===== config.mk =====
export PLATFORM = sky130hd
export DESIGN_NAME = pe_acc_drain
export DESIGN_NICKNAME = d
export VERILOG_FILES = /design/src/rtl/pe_acc_drain.sv
export SDC_FILE = /design/constraint.sdc
export NUM_CORES = 2
export LEC_CHECK = 0
export ABC_AREA = 1
export CORE_ASPECT_RATIO = 1.2
export CORE_UTILIZATION = 45
export CTS_BUF_LIST = sky130_fd_sc_hd__clkbuf_8
export DETAILED_ROUTE_END_ITERATION = 10
export GPL_TIMING_DRIVEN = 0
export PLACE_DENSITY_LB_ADDON = 0.08
export SLEW_MARGIN = 25
export SYNTH_ARGS = -nofsm -noshare
export SYNTH_HDL_FRONTEND = slang
export SYNTH_SLANG_ARGS = --single-unit

===== constraint.sdc =====
create_clock -name clk -period 12.43 [get_ports clk]
set_input_delay 2.486 -clock clk [delete_from_list [all_inputs] [get_ports clk]]
set_output_delay 2.486 -clock clk [all_outputs]
set_load 0.005 [all_outputs]

===== src/rtl/pe_acc_drain.sv =====
// Drains one accum_buf bank, requantises each accumulator lane to DATA_W
// and streams the vectors out over valid/ready under read-credit flow control.
module pe_acc_drain #(
  parameter int BATCH      = 4,
  parameter int DATA_W     = 16,
  parameter int RES_W      = 32,
  parameter int BUF_DEPTH  = 256,
  parameter int RD_LAT     = 2,
  parameter int FIFO_DEPTH = 8,
  parameter int ADDR_W     = $clog2(BUF_DEPTH)
) (
  input  logic                      clk,
  input  logic                      rst,
  input  logic                      start,
  input  logic [ADDR_W-1:0]         rd_base,
  input  logic [ADDR_W:0]           rd_len,
  input  logic [4:0]                shift,
  input  logic                      relu_en,
  output logic                      busy,
  output logic                      done,
  output logic [ADDR_W-1:0]         abuf_rd_addr,
  output logic                      abuf_rd_en,
  input  logic [BATCH*RES_W-1:0]    abuf_rd_data,
  output logic [BATCH*DATA_W-1:0]   out_data,
  output logic                      out_valid,
  input  logic                      out_ready
);

  localparam int CNT_W = $clog2(FIFO_DEPTH + 1);
  localparam int PTR_W = (FIFO_DEPTH > 1) ? $clog2(FIFO_DEPTH) : 1;
  localparam int OUT_W = BATCH * DATA_W;
  localparam logic signed [RES_W:0] SAT_MAX = {{(RES_W-DATA_W+2){1'b0}}, {(DATA_W-1){1'b1}}};
  localparam logic signed [RES_W:0] SAT_MIN = {{(RES_W-DATA_W+2){1'b1}}, {(DATA_W-1){1'b0}}};

  typedef enum logic [1:0] {S_IDLE = 2'd0, S_RUN = 2'd1, S_DRAIN = 2'd2} state_t;

  state_t              r_state;
  logic                r_busy;
  logic                r_done;
  logic                r_rd_en;
  logic [ADDR_W-1:0]   r_addr;
  logic [ADDR_W:0]     r_len;
  logic [ADDR_W:0]     r_issued;
  logic [ADDR_W:0]     r_popped;
  logic [4:0]          r_shift;
  logic                r_relu;
  logic [CNT_W-1:0]    r_used;
  logic [RD_LAT-1:0]   r_vld;
  logic [OUT_W-1:0]    r_mem [FIFO_DEPTH];
  logic [PTR_W-1:0]    r_wptr;
  logic [PTR_W-1:0]    r_rptr;
  logic [CNT_W-1:0]    r_cnt;
  logic [OUT_W-1:0]    r_out_data;
  logic                r_out_valid;

  logic                w_can_issue;
  logic                w_issue;
  logic                w_pop;
  logic                w_fifo_wr;
  logic                w_fifo_rd;
  logic [ADDR_W-1:0]   w_next_addr;
  logic [OUT_W-1:0]    w_conv;

  // Round half up, arithmetic shift, saturate to DATA_W, optional ReLU.
  function automatic logic [DATA_W-1:0] conv_lane(input logic [RES_W-1:0] x,
                                                  input logic [4:0] sh,
                                                  input logic relu);
    logic signed [RES_W:0] xe;
    logic signed [RES_W:0] half;
    logic signed [RES_W:0] r;
    logic [DATA_W-1:0]     res;
    xe   = $signed({x[RES_W-1], x});
    half = $signed({{RES_W{1'b0}}, 1'b1} << (sh - 5'd1));
    if (sh == 5'd0) begin
      r = xe;
    end else begin
      r = (xe + half) >>> sh;
    end
    if (relu && r[RES_W]) begin
      res = '0;
    end else if (r > SAT_MAX) begin
      res = {1'b0, {(DATA_W-1){1'b1}}};
    end else if (r < SAT_MIN) begin
      res = {1'b1, {(DATA_W-1){1'b0}}};
    end else begin
      res = r[DATA_W-1:0];
    end
    return res;
  endfunction

  function automatic logic [PTR_W-1:0] ptr_inc(input logic [PTR_W-1:0] p);
    logic [PTR_W-1:0] n;
    if (p == PTR_W'(FIFO_DEPTH - 1)) begin
      n = '0;
    end else begin
      n = p + PTR_W'(1);
    end
    return n;
  endfunction

  always_comb begin
    w_conv = '0;
    for (int i = 0; i < BATCH; i++) begin
      w_conv[i*DATA_W +: DATA_W] = conv_lane(abuf_rd_data[i*RES_W +: RES_W], r_shift, r_relu);
    end
  end

  // A credit is held from issue until the word leaves through out_valid/out_ready.
  assign w_can_issue = (r_issued < r_len) && (r_used < CNT_W'(FIFO_DEPTH));
  assign w_issue     = ((r_state == S_IDLE) && start && (rd_len != '0)) ||
                       ((r_state == S_RUN) && w_can_issue);
  assign w_pop       = r_out_valid && out_ready;
  assign w_fifo_wr   = r_vld[RD_LAT-1];
  assign w_fifo_rd   = (r_cnt != '0) && (!r_out_valid || out_ready);
  assign w_next_addr = (r_addr == ADDR_W'(BUF_DEPTH - 1)) ? '0 : r_addr + ADDR_W'(1);

  always_ff @(posedge clk or negedge rst) begin
    if (!rst) begin
      r_state  <= S_IDLE;
      r_busy   <= 1'b0;
      r_done   <= 1'b0;
      r_rd_en  <= 1'b0;
      r_addr   <= '0;
      r_len    <= '0;
      r_issued <= '0;
      r_popped <= '0;
      r_shift  <= 5'd0;
      r_relu   <= 1'b0;
    end else begin
      r_done  <= 1'b0;
      r_rd_en <= 1'b0;
      if (w_pop) begin
        r_popped <= r_popped + (ADDR_W+1)'(1);
      end
      case (r_state)
        S_IDLE: begin
          if (start) begin
            r_len    <= rd_len;
            r_shift  <= shift;
            r_relu   <= relu_en;
            r_popped <= '0;
            if (rd_len == '0) begin
              r_done <= 1'b1;
            end else begin
              r_busy   <= 1'b1;
              r_rd_en  <= 1'b1;
              r_addr   <= rd_base;
              r_issued <= (ADDR_W+1)'(1);
              r_state  <= (rd_len == (ADDR_W+1)'(1)) ? S_DRAIN : S_RUN;
            end
          end
        end
        S_RUN: begin
          if (w_can_issue) begin
            r_rd_en  <= 1'b1;
            r_addr   <= w_next_addr;
            r_issued <= r_issued + (ADDR_W+1)'(1);
            if ((r_issued + (ADDR_W+1)'(1)) == r_len) begin
              r_state <= S_DRAIN;
            end
          end
        end
        S_DRAIN: begin
          if (w_pop && (r_popped == (r_len - (ADDR_W+1)'(1)))) begin
            r_state <= S_IDLE;
            r_busy  <= 1'b0;
            r_done  <= 1'b1;
          end
        end
        default: begin
          r_state <= S_IDLE;
          r_busy  <= 1'b0;
        end
      endcase
    end
  end

  always_ff @(posedge clk or negedge rst) begin
    if (!rst) begin
      r_used <= '0;
    end else begin
      case ({w_issue, w_pop})
        2'b10:   r_used <= r_used + CNT_W'(1);
        2'b01:   r_used <= r_used - CNT_W'(1);
        default: r_used <= r_used;
      endcase
    end
  end

  // Valid tracker aligned with the fixed read latency of accum_buf.
  always_ff @(posedge clk or negedge rst) begin
    if (!rst) begin
      r_vld <= '0;
    end else begin
      r_vld[0] <= r_rd_en;
      for (int i = 1; i < RD_LAT; i++) begin
        r_vld[i] <= r_vld[i-1];
      end
    end
  end

  always_ff @(posedge clk or negedge rst) begin
    if (!rst) begin
      for (int i = 0; i < FIFO_DEPTH; i++) begin
        r_mem[i] <= '0;
      end
      r_wptr      <= '0;
      r_rptr      <= '0;
      r_cnt       <= '0;
      r_out_data  <= '0;
      r_out_valid <= 1'b0;
    end else begin
      if (w_fifo_wr) begin
        r_mem[r_wptr] <= w_conv;
        r_wptr        <= ptr_inc(r_wptr);
      end
      if (w_fifo_rd) begin
        r_rptr      <= ptr_inc(r_rptr);
        r_out_data  <= r_mem[r_rptr];
        r_out_valid <= 1'b1;
      end else if (out_ready) begin
        r_out_valid <= 1'b0;
      end else begin
        r_out_valid <= r_out_valid;
      end
      case ({w_fifo_wr, w_fifo_rd})
        2'b10:   r_cnt <= r_cnt + CNT_W'(1);
        2'b01:   r_cnt <= r_cnt - CNT_W'(1);
        default: r_cnt <= r_cnt;
      endcase
    end
  end

  assign busy         = r_busy;
  assign done         = r_done;
  assign abuf_rd_en   = r_rd_en;
  assign abuf_rd_addr = r_addr;
  assign out_data     = r_out_data;
  assign out_valid    = r_out_valid;

endmodule

==> impl_metrics.json <==
{
  "status": "complete, no violations",
  "antenna_found_initial": 12,
  "cts_tree": "built",
  "gp_congestion": 1.09,
  "seqPwrFrac": 0.225,
  "cts_root_buf": "clkbuf_8",
  "regArea_sq_um": 16000,
  "h-tree-depth": 3,
  "grt_pass1_wl_microns": 341000,
  "drt_first_pass_iters": 7,
  "fin_crit_ns": 8.96,
  "cts_sinks": 639,
  "grtUsageTotal": 0.414,
  "cts_inserted_buffers": 104,
  "wl_microns": 235000,
  "cpPeakStageDelay_ns": 0.97,
  "slew_viol_final": 0,
  "synth_seq_cells": 639,
  "dieHeight_microns": 365,
  "synth_warnings": 0,
  "cts.clk_slew.worst_paths_ns": 0.06,
  "io_pins": 231,
  "p_int_mw": 7.26,
  "dp_hpwl_microns": 191000,
  "pwr-share-comb": 0.661,
  "worst-r2r-cell-count": 33,
  "syn_area_sq_um": 49400,
  "crit_path_top_delay_cell": "nor2_1",
  "critPathRequiredTime_ns": 13.09,
  "start_util": 0.456,
  "clockPowerShare": 0.115,
  "syn_nets": 7914,
  "fp.dieW_microns": 305,
  "crit_type": "register to register",
  "drtIter0Drc": 6735,
  "post-cts-setup-buffers": 0,
  "avgSynthCellArea_sq_um": 6.47,
  "dr_total_vias": 55842,
  "synth_edf_count": 0,
  "totalNegativeSetupSlack_ns": 0,
  "clock_latency_ns": 0.83,
  "tightest_slew_ns": 1.18,
  "grt-ovfl-total": 0,
  "wl_per_cell_microns": 24.8,
  "die_area_sq_um": 111000,
  "switching_share": 0.560,
  "hold_buffers": 0,
  "yosys_most_used_dff": "dfrtp_1",
  "fin_nets": 8262,
  "hp-class": "register to register",
  "power.density_nw_per_um2": 295,
  "drcViolationCount": 0,
  "dp.cells": 9291,
  "fmax_mhz": 112,
  "slew_headroom": 0.209,
  "port_buffers": 230,
  "cp-start-kind": "register",
  "rsz0062_at_grt": "no",
  "areaGrowthSynthToFinish_pct": 13.1,
  "setup_viol": 0,
  "core_area_sq_um": 108000,
  "grt_max_degree": 90,
  "async_reset_ff_frac": 1.00,
  "path_max_fanout": 10,
  "ant_nets": 0,
  "p_switching_mw": 9.24,
  "synth.distinct_cells": 64,
  "hold-path-cell-count": 0,
  "leakagePower_nw": 28.5,
  "clock_path_buffers": 3,
  "cts_resized": 0,
  "vias_per_cell": 5.89,
  "vdd_drop_max_mv": 0.148,
  "syn_inst": 7642,
  "fp-row-count": 132,
  "drive_gt1_frac": 0.0470,
  "crit_top_cell": "nand2_1",
  "arrival_ns": 9.62,
  "fillCellCount": 11397,
  "drv_cap": 0,
  "clock_skew_ns": 0.0635,
  "period_share": 0.721,
  "hold_viol": 0,
  "first_global_vias": 52501,
  "ys_seq_area_frac": 0.324,
  "finalNonFillerCells": 9480,
  "multi_input_area_sq_um": 29200,
  "worstSetupEndpointType": "register"
}
## metrics by stage
stage               area, sq um  setup slack (ns)   util  hold slack [ns]  power [mW]
floorplan                 49400              7.03      -            0.331        10.2
global placement          53500            -20.93  0.494            0.362        14.2
detailed placement        53800              3.94  0.497            0.369        14.3
CTS                       55900              3.89  0.516            0.387        16.2
global route              55900              3.08  0.516            0.391        17.5
finish                    55900              3.47  0.516            0.386        16.5
## power by group through the flow
stage / Combinational, mW / Sequential [mW] / Clock [mW]
floorplan: 6.66 / 3.56 / 0
global placement: 10.5 / 3.71 / 0
detailed placement: 10.6 / 3.70 / 0
CTS: 10.6 / 3.68 / 1.91
global route: 11.7 / 3.80 / 2.00
finish: 10.9 / 3.71 / 1.89
## routing by layer
| metal | up-vias | part of all wire | global-route usage |
|---|---|---|---|
| met1 | 26177 | 0.39 | 0.519 |
| met5 | - | 0.00020 | 0 |
| li1 | 25958 | - | - |
| met2 | 2956 | 0.43 | 0.639 |
| met3 | 743 | 0.092 | 0.0762 |
| met4 | 8 | 0.082 | 0.305 |
## kinds of logic (layout without fill, tap and decap cells)
kind of cell	count (synthesis)	count (layout)	synth area share
flip-flops	639	639	0.324
AO/OA/AOI/OAI	1046	1046	0.119
buffers and inverters	1069	1495	0.0873
AND/OR/NAND/NOR	4544	4544	0.396
other	0	5	0
adder cells (fa/ha/maj)	117	117	0.0299
XOR/XNOR	81	81	0.0144
multiplexers	146	146	0.0300
## sequential cells by signal, indices dropped and copies added (netlist names)
| register | flops |
|---|---|
| abuf_rd_addr | 8 |
| abuf_rd_en | 1 |
| busy | 1 |
| done | 1 |
| out_data | 64 |
| out_valid | 1 |
| r_cnt | 4 |
| r_issued | 9 |
| r_len | 9 |
| r_mem | 512 |
| r_popped | 9 |
| r_relu | 1 |
| r_rptr | 3 |
| r_shift | 5 |
| r_state | 2 |
| r_used | 4 |
| r_vld | 2 |
| r_wptr | 3 |
## cells in the mapped netlist, types with 5 or more instances
library cell | n | share of area
a21boi_0 | 6 | 0.00091
nand3_2 | 11 | 0.0022
nand2_1 | 2502 | 0.19
buf_4 | 6 | 0.00091
a21o_1 | 6 | 0.00091
a21oi_1 | 348 | 0.035
buf_6 | 29 | 0.0066
nand2_4 | 20 | 0.0046
o31ai_1 | 9 | 0.0014
clkbuf_1 | 286 | 0.022
nor2_1 | 436 | 0.033
buf_2 | 17 | 0.0017
nand4_1 | 27 | 0.0034
nor4_1 | 14 | 0.0018
xor2_1 | 60 | 0.011
nor3_1 | 40 | 0.0041
nand3b_1 | 13 | 0.0020
dfrtp_1 | 639 | 0.32
o211ai_1 | 117 | 0.018
o22ai_1 | 5 | 0.00063
inv_1 | 614 | 0.047
o21ai_1 | 8 | 0.00081
o21a_1 | 14 | 0.0021
nand2_2 | 40 | 0.0051
a31oi_1 | 15 | 0.0019
buf_1 | 88 | 0.0067
mux2i_1 | 131 | 0.027
or2_2 | 21 | 0.0027
inv_2 | 21 | 0.0016
a211oi_1 | 5 | 0.00076
o21ai_0 | 449 | 0.045
o21bai_1 | 10 | 0.0015
xnor2_1 | 21 | 0.0037
o221ai_1 | 29 | 0.0051
ha_1 | 115 | 0.029
mux2_2 | 15 | 0.0034
nor2_2 | 7 | 0.00089
nand3_1 | 1393 | 0.14
## final cells by class
class                      instances  share of cell area
sequential                       639               0.286
antenna                            5            0.000224
clock inverter                    58             0.00638
inverter                         641              0.0431
clock buffer                     126              0.0310
timing repair buffer             242              0.0461
buffer                           428              0.0341
tap                             1407              0.0315
multi-input combinational       5934               0.522
## worst max-delay path: cells and delay by family (launching register included)
kind / cells / cell delay [ns]
simple gates: 20 / 3.53
buf+inv: 8 / 3.39
compound gates: 4 / 1.02
fa+ha+maj: 1 / 0.46
flops: 1 / 0.34
## final timing paths
path | startpoint | to | slack, ns
worst max-delay path | r_shift[3] | r_mem[340] | 3.47
worst min-delay path | r_vld[0] | r_vld[1] | 0.39
worst min register to register | r_vld[0] | r_vld[1] | 0.39
worst max register to register | r_shift[3] | r_mem[340] | 3.47
min in group asynchronous | rst | r_mem[347] | 1.46
max in group asynchronous | rst | abuf_rd_addr[2] | 8.05
## placed cells by master, fill, tap and decap left out, drive strengths merged, types with 60 or more instances in the layout
cell type	netlist	final
a21oi	348	348
buf	142	155
clkbuf	286	412
clkdlybuf4s50	0	229
dfrtp	639	639
ha	115	115
inv	637	687
mux2i	131	131
nand2	2562	2562
nand3	1406	1406
nor2	449	449
o211ai	117	117
o21ai	462	462
xor2	60	60
No activity file was read; power rests on OpenSTA's default activity.
